<file path="config.mk">
export PLATFORM = sky130hd
export DESIGN_NAME = conv_window_feeder
export DESIGN_NICKNAME = d
export VERILOG_FILES = /design/src/rtl/conv_pkg.sv /design/src/rtl/conv_line_buffer.sv /design/src/rtl/conv_window_feeder.sv
export SDC_FILE = /design/constraint.sdc
export NUM_CORES = 1
export LEC_CHECK = 0
export BUFFER_PORTS_ARGS = -buffer_cell sky130_fd_sc_hd__buf_2
export CORE_MARGIN = 3
export CORE_UTILIZATION = 60
export DETAILED_ROUTE_END_ITERATION = 12
export GPL_TIMING_DRIVEN = 0
export PLACE_DENSITY = 0.79
export SYNTH_ARGS = -nofsm -noshare
export SYNTH_HDL_FRONTEND = slang
export SYNTH_SLANG_ARGS = --single-unit
</file>
<file path="constraint.sdc">
create_clock -name clk -period 12.83 [get_ports clk]
set_input_delay 1.283 -clock clk [delete_from_list [all_inputs] [get_ports clk]]
set_output_delay 1.283 -clock clk [all_outputs]
set_load 0.01 [all_outputs]
</file>
<file path="src/rtl/conv_pkg.sv">
// conv_pkg: shared geometry defaults and FSM state encoding for the conv window feeder.
package conv_pkg;
  localparam int DW    = 8;
  localparam int K     = 3;
  localparam int IMG_W = 30;
  localparam int IMG_H = 30;
  localparam int CW    = 5;
  localparam int OUT_W = IMG_W - K + 1;
  localparam int OUT_H = IMG_H - K + 1;
  typedef enum logic [1:0] {IDLE, RUN, DRAIN, DONE} state_e;
endpackage

</file>
<file path="src/rtl/conv_line_buffer.sv">
// conv_line_buffer: one-row delay line; q is the pixel written DEPTH enables ago.
module conv_line_buffer
  import conv_pkg::*;
#(
  parameter int DEPTH = IMG_W,
  parameter int W     = DW
) (
  input  logic         clk,
  input  logic         en,
  input  logic [W-1:0] d,
  output logic [W-1:0] q
);
  logic [DEPTH-1:0][W-1:0] mem_q;
  always_ff @(posedge clk) begin
    if (en) mem_q <= {mem_q[DEPTH-2:0], d};
  end
  assign q = mem_q[DEPTH-1];
endmodule

</file>
<file path="src/rtl/conv_window_feeder.sv">
// conv_window_feeder: raster pixel stream in, one KxK window per output position out.
// Optional stall counter port enabled by defining CONV_FEED_STALL_CNT_EN.
module conv_window_feeder
  import conv_pkg::*;
(
  input  logic                clk,
  input  logic                rst_n,
  input  logic                start,
  input  logic                s_valid,
  output logic                s_ready,
  input  logic [DW-1:0]       s_data,
  output logic                m_valid,
  input  logic                m_ready,
  output logic [K*K*DW-1:0]   m_window,
  output logic [CW-1:0]       m_i,
  output logic [CW-1:0]       m_j,
  output logic                m_last,
  output logic                busy,
  output logic                done
`ifdef CONV_FEED_STALL_CNT_EN
  ,output logic [15:0]        stall_cycles
`endif
);
  state_e state_q, state_d;
  logic [CW-1:0] r_q, r_d, c_q, c_d;
  logic acc, go, last_col, last_pix, win_ok;
  logic [K-1:0][DW-1:0] tap;
  logic [K-1:0][K-1:0][DW-1:0] win_q, win_d;
  logic m_valid_q, m_last_q;
  logic [K*K*DW-1:0] m_window_q;
  logic [CW-1:0] m_i_q, m_j_q;

  assign s_ready = (state_q == RUN) && (!m_valid_q || m_ready);
  assign acc     = s_valid && s_ready;
  assign go      = (state_q == IDLE) && start;
  assign busy    = (state_q == RUN) || (state_q == DRAIN);
  assign done    = state_q == DONE;

  always_comb begin
    last_col = c_q == CW'(IMG_W-1);
    last_pix = last_col && (r_q == CW'(IMG_H-1));
    win_ok   = (r_q >= CW'(K-1)) && (c_q >= CW'(K-1));
    c_d = go ? '0 : acc ? (last_col ? '0 : c_q + 1'b1) : c_q;
    r_d = go ? '0 : (acc && last_col) ? (last_pix ? '0 : r_q + 1'b1) : r_q;
  end

  always_comb begin
    state_d = state_q;
    case (state_q)
      IDLE:    state_d = start ? RUN : IDLE;
      RUN:     state_d = (acc && last_pix) ? DRAIN : RUN;
      DRAIN:   state_d = (m_valid_q && m_ready && m_last_q) ? DONE : DRAIN;
      default: state_d = IDLE;
    endcase
  end

  always_ff @(posedge clk or negedge rst_n) begin
    if (!rst_n) begin
      state_q <= IDLE;
      r_q     <= '0;
      c_q     <= '0;
    end else begin
      state_q <= state_d;
      r_q     <= r_d;
      c_q     <= c_d;
    end
  end

  // Row taps: tap[K-1] is the live row, tap[0] the oldest buffered row.
  assign tap[K-1] = s_data;
  for (genvar g = 0; g < K-1; g++) begin : g_lb
    conv_line_buffer #(.DEPTH(IMG_W), .W(DW)) u_lb (
      .clk (clk),
      .en  (acc),
      .d   (tap[g+1]),
      .q   (tap[g])
    );
  end

  always_comb begin
    for (int y = 0; y < K; y++) win_d[y] = {tap[y], win_q[y][K-1:1]};
  end

  always_ff @(posedge clk) begin
    if (acc) win_q <= win_d;
  end

  // The output stage captures the shifted window directly so it appears one cycle after its last pixel.
  always_ff @(posedge clk or negedge rst_n) begin
    if (!rst_n) begin
      m_valid_q  <= 1'b0;
      m_last_q   <= 1'b0;
      m_window_q <= '0;
      m_i_q      <= '0;
      m_j_q      <= '0;
    end else if (acc && win_ok) begin
      m_valid_q  <= 1'b1;
      m_last_q   <= last_pix;
      m_window_q <= win_d;
      m_i_q      <= r_q - CW'(K-1);
      m_j_q      <= c_q - CW'(K-1);
    end else if (m_ready) begin
      m_valid_q  <= 1'b0;
      m_last_q   <= 1'b0;
    end
  end

  assign m_valid  = m_valid_q;
  assign m_last   = m_last_q;
  assign m_window = m_window_q;
  assign m_i      = m_i_q;
  assign m_j      = m_j_q;

`ifdef CONV_FEED_STALL_CNT_EN
  logic [15:0] stall_q;
  always_ff @(posedge clk or negedge rst_n) begin
    if (!rst_n) stall_q <= '0;
    else if (go) stall_q <= '0;
    else if (m_valid_q && !m_ready && stall_q != 16'hFFFF) stall_q <= stall_q + 16'd1;
  end
  assign stall_cycles = stall_q;
`endif
endmodule

</file>
After elaboration in Yosys (flattened, before gate mapping)
Index checks and enable logic that the tools add are counted.
Operators by class
  add/sub/neg operators: 4
  multipliers: 0
  div/mod/pow operators: 0
  magnitude comparators: 2
  equal/unequal tests: 5
  shifts and indexed selects: 0
  mux-type cells: 13
  bitwise operators: 0
  reduce and logical (&&, ||, !) cells: 17
Operator list (count)
  5-bit two-way mux: 6
  5-bit by 1-bit adder with 5-bit output (second input constant): 2
  5-bit equality test (second input constant): 2
  5-bit by 2-bit greater-or-equal comparator with 1-bit output (second input constant): 2
  1-bit logical AND: 10
  5-bit by 2-bit subtractor with 5-bit output (second input constant): 2
  2-bit case mux with 3 select lines: 1
  2-bit nonzero test: 3
  1-bit two-way mux: 5
  2-bit equality test (second input constant): 2
  2-bit by 1-bit equality test with 1-bit output (second input constant): 1
  2-bit logical NOT: 1
  1-bit logical OR: 2
  2-bit two-way mux: 1
  1-bit logical NOT: 1
Word-level totals
  bits in registers: 592
  latch bits: 0
  memory bits (writable): 0
  memory bits (read-only): 0
  input port bits: 13
  logic and storage cells: 111
  memories: 0

Depth between registers and ports, before layout
  word-level depth: 7
  gate-level depth with buffers: 8

Modules after synthesis
A second synthesis with hierarchy kept.
Unflattened totals
  cells, all modules: 829
  area, all modules: 20303.2 um^2
Modules (own cells, without submodules)
  conv_line_buffer: times used 2, cells each 248, area each 7267.0 um^2, seq. area each 7206.9 um^2
  conv_window_feeder: times used 1, cells each 333, area each 5769.3 um^2, seq. area each 3843.7 um^2

Least setup slack after synthesis
Ideal clock, no wire load.
  path type: input to register
  start: input port m_ready
  end: register c_q[4]
  arrival: 12.284 ns
  data required time: 12.706 ns
  slack: 0.422 ns
  stages on the path: 5
  path buffers: 0
  cell sequence: nand2b_1 -> nand3_1 -> inv_1 -> a41oi_1 -> a211oi_1
On the way
  cells in the longest elaborated chain, start to end: 4
RTL lines
  start: declaration: line conv_window_feeder.sv:13  | input logic m_ready,
  1-bit logical OR: line conv_window_feeder.sv:33  | assign s_ready = (state_q == RUN) && (!m_valid_q || m_ready);
  1-bit logical AND: line conv_window_feeder.sv:33
  1-bit logical AND: line conv_window_feeder.sv:34  | assign acc = s_valid && s_ready;
  net acc: line conv_window_feeder.sv:26  | logic acc, go, last_col, last_pix, win_ok;
  2-bit nonzero test (no source line)
  end signal: assignment: line conv_window_feeder.sv:61  | c_q <= '0;
  end signal: assignment: line conv_window_feeder.sv:65  | c_q <= c_d;
  end: declaration: line conv_window_feeder.sv:25  | logic [CW-1:0] r_q, r_d, c_q, c_d;
The timed path passes the listed nets, and every way through them passes these cells.
A chain may end at the register's enable or synchronous reset.

Worst setup path in the final report
  start: input port m_ready
  end: register g_lb[0].u_lb.mem_q (netlist bit g_lb[0].u_lb.q[6]) (enable)
On the way
  cells in the longest elaborated chain, start to end: 3
RTL lines
  1-bit logical OR: line conv_window_feeder.sv:33
  1-bit logical AND: line conv_window_feeder.sv:33
  1-bit logical AND: line conv_window_feeder.sv:34
  net acc: line conv_window_feeder.sv:26
  end signal: assignment: line conv_line_buffer.sv:15  | if (en) mem_q <= {mem_q[DEPTH-2:0], d};
  end: declaration: line conv_line_buffer.sv:13  | logic [DEPTH-1:0][W-1:0] mem_q;
The timed path passes the listed nets, and every way through them passes these cells.

==> flow_metrics.env <==
export IMPL_relSlewSlack=0.4761
export IMPL_cp_start_kind="input pin"
export IMPL_num_rows=64
export IMPL_p_switching_mw=0.6759
export IMPL_power_density_nw_per_um2=167.6
export IMPL_fp_dieW_um=184.2
export IMPL_p_comb_frac=0.003
export IMPL_post_synth_top_count_cell="edfxtp_1"
export IMPL_hold_buffers=0
export IMPL_synthTopCellsByArea="edfxtp_1 78%, dfrtp_1 13%, mux2_2 3.0%, mux2_4 2.1%, ha_1 0.92%"
export IMPL_yosys_cell_types_count=33
export IMPL_clock_latency_ns=0.57
export IMPL_dpl_worst_slack_ns=8.202
export IMPL_slowest_delay_ns=0.52
export IMPL_multiInputGateArea_um2=1628
export IMPL_grt_pass1_wl_um=42680
export IMPL_core_area_um2=30910
export IMPL_clock_skew_ns=0.02205
export IMPL_dieArea_um2=33940
export IMPL_post_cts_buffers=0
export IMPL_synth_edf_count=496
export IMPL_p_leak_nw=7.726
export IMPL_fin_crit_sh=0.3077
export IMPL_drc=0
export IMPL_synthTopCellsByCount="496 x edfxtp_1, 96 x dfrtp_1, 51 x mux2_2"
export IMPL_critPathCaptureType="flip-flop"
export IMPL_timing_setup_critical_path_class="input pin to flip-flop"
export IMPL_antenna_left=0
export IMPL_cts_root_buf="clkbuf_16"
export IMPL_final_layout_size_suffix_gt1_frac=0.2937
export IMPL_dp_hpwl_um=14090
export IMPL_drt_vias_per_instance=5.427
export IMPL_max_vdd_ir_drop_mv=0.1171
export IMPL_p_sw_frac=0.1833
export IMPL_pin_count=100
export IMPL_yosysSeqAreaShare=0.9075
export IMPL_n_fill_cell=1765
export IMPL_grt_antenna_before_repair=0
export IMPL_grt_max_degree=146
export IMPL_internal_power_mw=3.012
export IMPL_gp_congestion=0.7200
export IMPL_routedWlPerCell_um=19.77
export IMPL_hold_violations=0
export IMPL_synthCells=780
export IMPL_firstDrtPassIters=4
export IMPL_grt_pass1_vias=7499
export IMPL_vias=7489
export IMPL_maxCapViolCount=0
export IMPL_clockBufferDepth=3
export IMPL_synth_warnings=0
export IMPL_synth_async_reset_ratio=0.1622
export IMPL_drtIter0Drc=686
export IMPL_area_growth_synth_to_final_pct=15.45
export IMPL_fp_dieH_um=184.2
export IMPL_status="finished clean"
export IMPL_clock_sinks=592
export IMPL_max_freq_mhz=253.3
export IMPL_critPathBufInv=5
export IMPL_synth_mux_area_fraction=0.05193
export IMPL_yosys_area_share_simple=0.01037
export IMPL_whs_ns=0.4065
export IMPL_hold_path_class="flip-flop to flip-flop"
export IMPL_finalSetupViolCount=0
export IMPL_tightest_slew_ns=0.7859
export IMPL_seq_area_um2=17300
export IMPL_synthAdderAreaFrac=0.009191
export IMPL_setup_ws_ns=8.882
export IMPL_synth_compound_area_frac=0.01208
export IMPL_slew_viol_final=0
export IMPL_htree_levels=2
export IMPL_critPathSlowestCell="inv_8"
export IMPL_initial_core_util=0.6166
export IMPL_cts_tree="yes"
export IMPL_cts_buffers=54
export IMPL_yosysTopAreaCell="edfxtp_1"
export IMPL_critical_path_top_delay_family="buffers and inverters"
export IMPL_worstPathRequired_ns=13.01
export IMPL_crit_chain="buf_2 -> nand2b_1 -> nand3_1 -> inv_8 -> buf_16 -> buf_16 -> buf_16"
export IMPL_arrival_ns=4.13
export IMPL_ctsResizeCount=0
export IMPL_synth_seq_cells=592
export IMPL_clk_pin_slew_worst_paths_ns=0.06
export IMPL_avgSynthCellArea_um2=24.44
export IMPL_synth_fp_nets=807
export IMPL_final_nets=966
export IMPL_p_seq_frac=0.558
export IMPL_worst_path_most_repeated_cell="buf_16"
export IMPL_synth_top_family_by_area="multiplexers"
export IMPL_num_antenna_cells=0
export IMPL_crit_fanout=145
export IMPL_synth_top_area_share=0.7815
export IMPL_period_minus_slack_ns=3.948
export IMPL_postRouteWirelength_um=27280
export IMPL_ys_flop_type="edfxtp_1"
export IMPL_clkPwrFrac=0.439
export IMPL_rsz0062_at_grt="false"
export IMPL_portBuffers=99
export IMPL_overflow=0
export IMPL_synthXorXnorAreaFrac=0.001838
export IMPL_synth_area_um2=19060
export IMPL_grt_use_total=0.1644
layer usage:
| metal | global-route usage | vias up | part of all wire |
|---|---|---|---|
| met5 | 0 | - | 0 |
| met4 | 0.05171 | 0 | 0.024 |
| met3 | 0.04421 | 57 | 0.058 |
| met2 | 0.2377 | 186 | 0.45 |
| met1 | 0.2522 | 3873 | 0.47 |
| li1 | - | 3373 | - |
logic make-up after synthesis:
kind of cell             after synthesis
AND/OR/NAND/NOR                       34
XOR/XNOR                               4
AO/OA/AOI/OAI                         31
multiplexers                          79
flip-flops                           592
buffers and inverters                 26
adder cells (fa/ha/maj)               14
sequential cells by signal (all words and copies together), names as in the netlist:
signal	count
c_q	5
g_lb.u_lb.mem_q	440
g_lb.u_lb.q	16
m_i	5
m_j	5
m_last	1
m_valid	1
m_window	72
r_q	5
state_q	2
win_d	40
cell usage in the layout, fill, tap and decap left out, drive strengths merged, types with 8 or more instances in the layout:
master	Yosys	routed
mux2	78	78
clkinv	0	21
buf	10	113
inv	12	13
o21ai	8	8
clkbuf	4	72
ha	14	14
dfrtp	96	96
edfxtp	496	496
a21oi	12	12
worst paths after layout:
path                                                  start                               end  slack (ns)  cells past startpoint
setup / recovery                                    m_ready       g_lb[0].u_lb.q[6]$_DFFE_PP_        8.88                      7
hold / removal             g_lb[1].u_lb.mem_q[34]$_DFFE_PP_  g_lb[1].u_lb.mem_q[42]$_DFFE_PP_        0.41                      0
setup reg to reg                       state_q[1]$_DFF_PN0_       g_lb[0].u_lb.q[6]$_DFFE_PP_        9.11                      7
hold reg to reg            g_lb[1].u_lb.mem_q[34]$_DFFE_PP_  g_lb[1].u_lb.mem_q[42]$_DFFE_PP_        0.41                      0
max in group asynchronous                             rst_n          m_window[38]$_DFFE_PN0P_       11.33                      2
min in group asynchronous                             rst_n          m_window[24]$_DFFE_PN0P_        0.75                      1
power groups by stage:
stage                     Combinational (mW)  Sequential (mW)  Clock (mW)
after CTS                             0.0106             2.06        1.66
after detailed placement              0.0104             2.10           0
after floorplan                     0.000116             2.10           0
after global routing                  0.0115             2.06        1.74
after global placement               0.00897             2.10           0
final                                0.00995             2.06        1.62
per-stage QoR:
stage	util	area, um2	TNS, ns	instances	total power, mW
after floorplan	-	19060	0	780	2.098
after global placement	0.6487	20050	-1157.09	1275	2.107
after detailed placement	0.6526	20170	0	1279	2.108
after CTS	0.7119	22000	0	1380	3.729
after global routing	0.7119	22000	0	1380	3.803
final	0.7119	22000	0	1380	3.688
final cells by class:
type,instances,area share
flip-flops and latches,592,0.7860
multi-input cells,162,0.07397
clock buffers,68,0.06840
repair buffers,103,0.02763
well taps,396,0.02252
clock inverters,33,0.01495
plain buffers,14,0.004094
inverters,12,0.002388
Power figures use the tool's default switching activity.
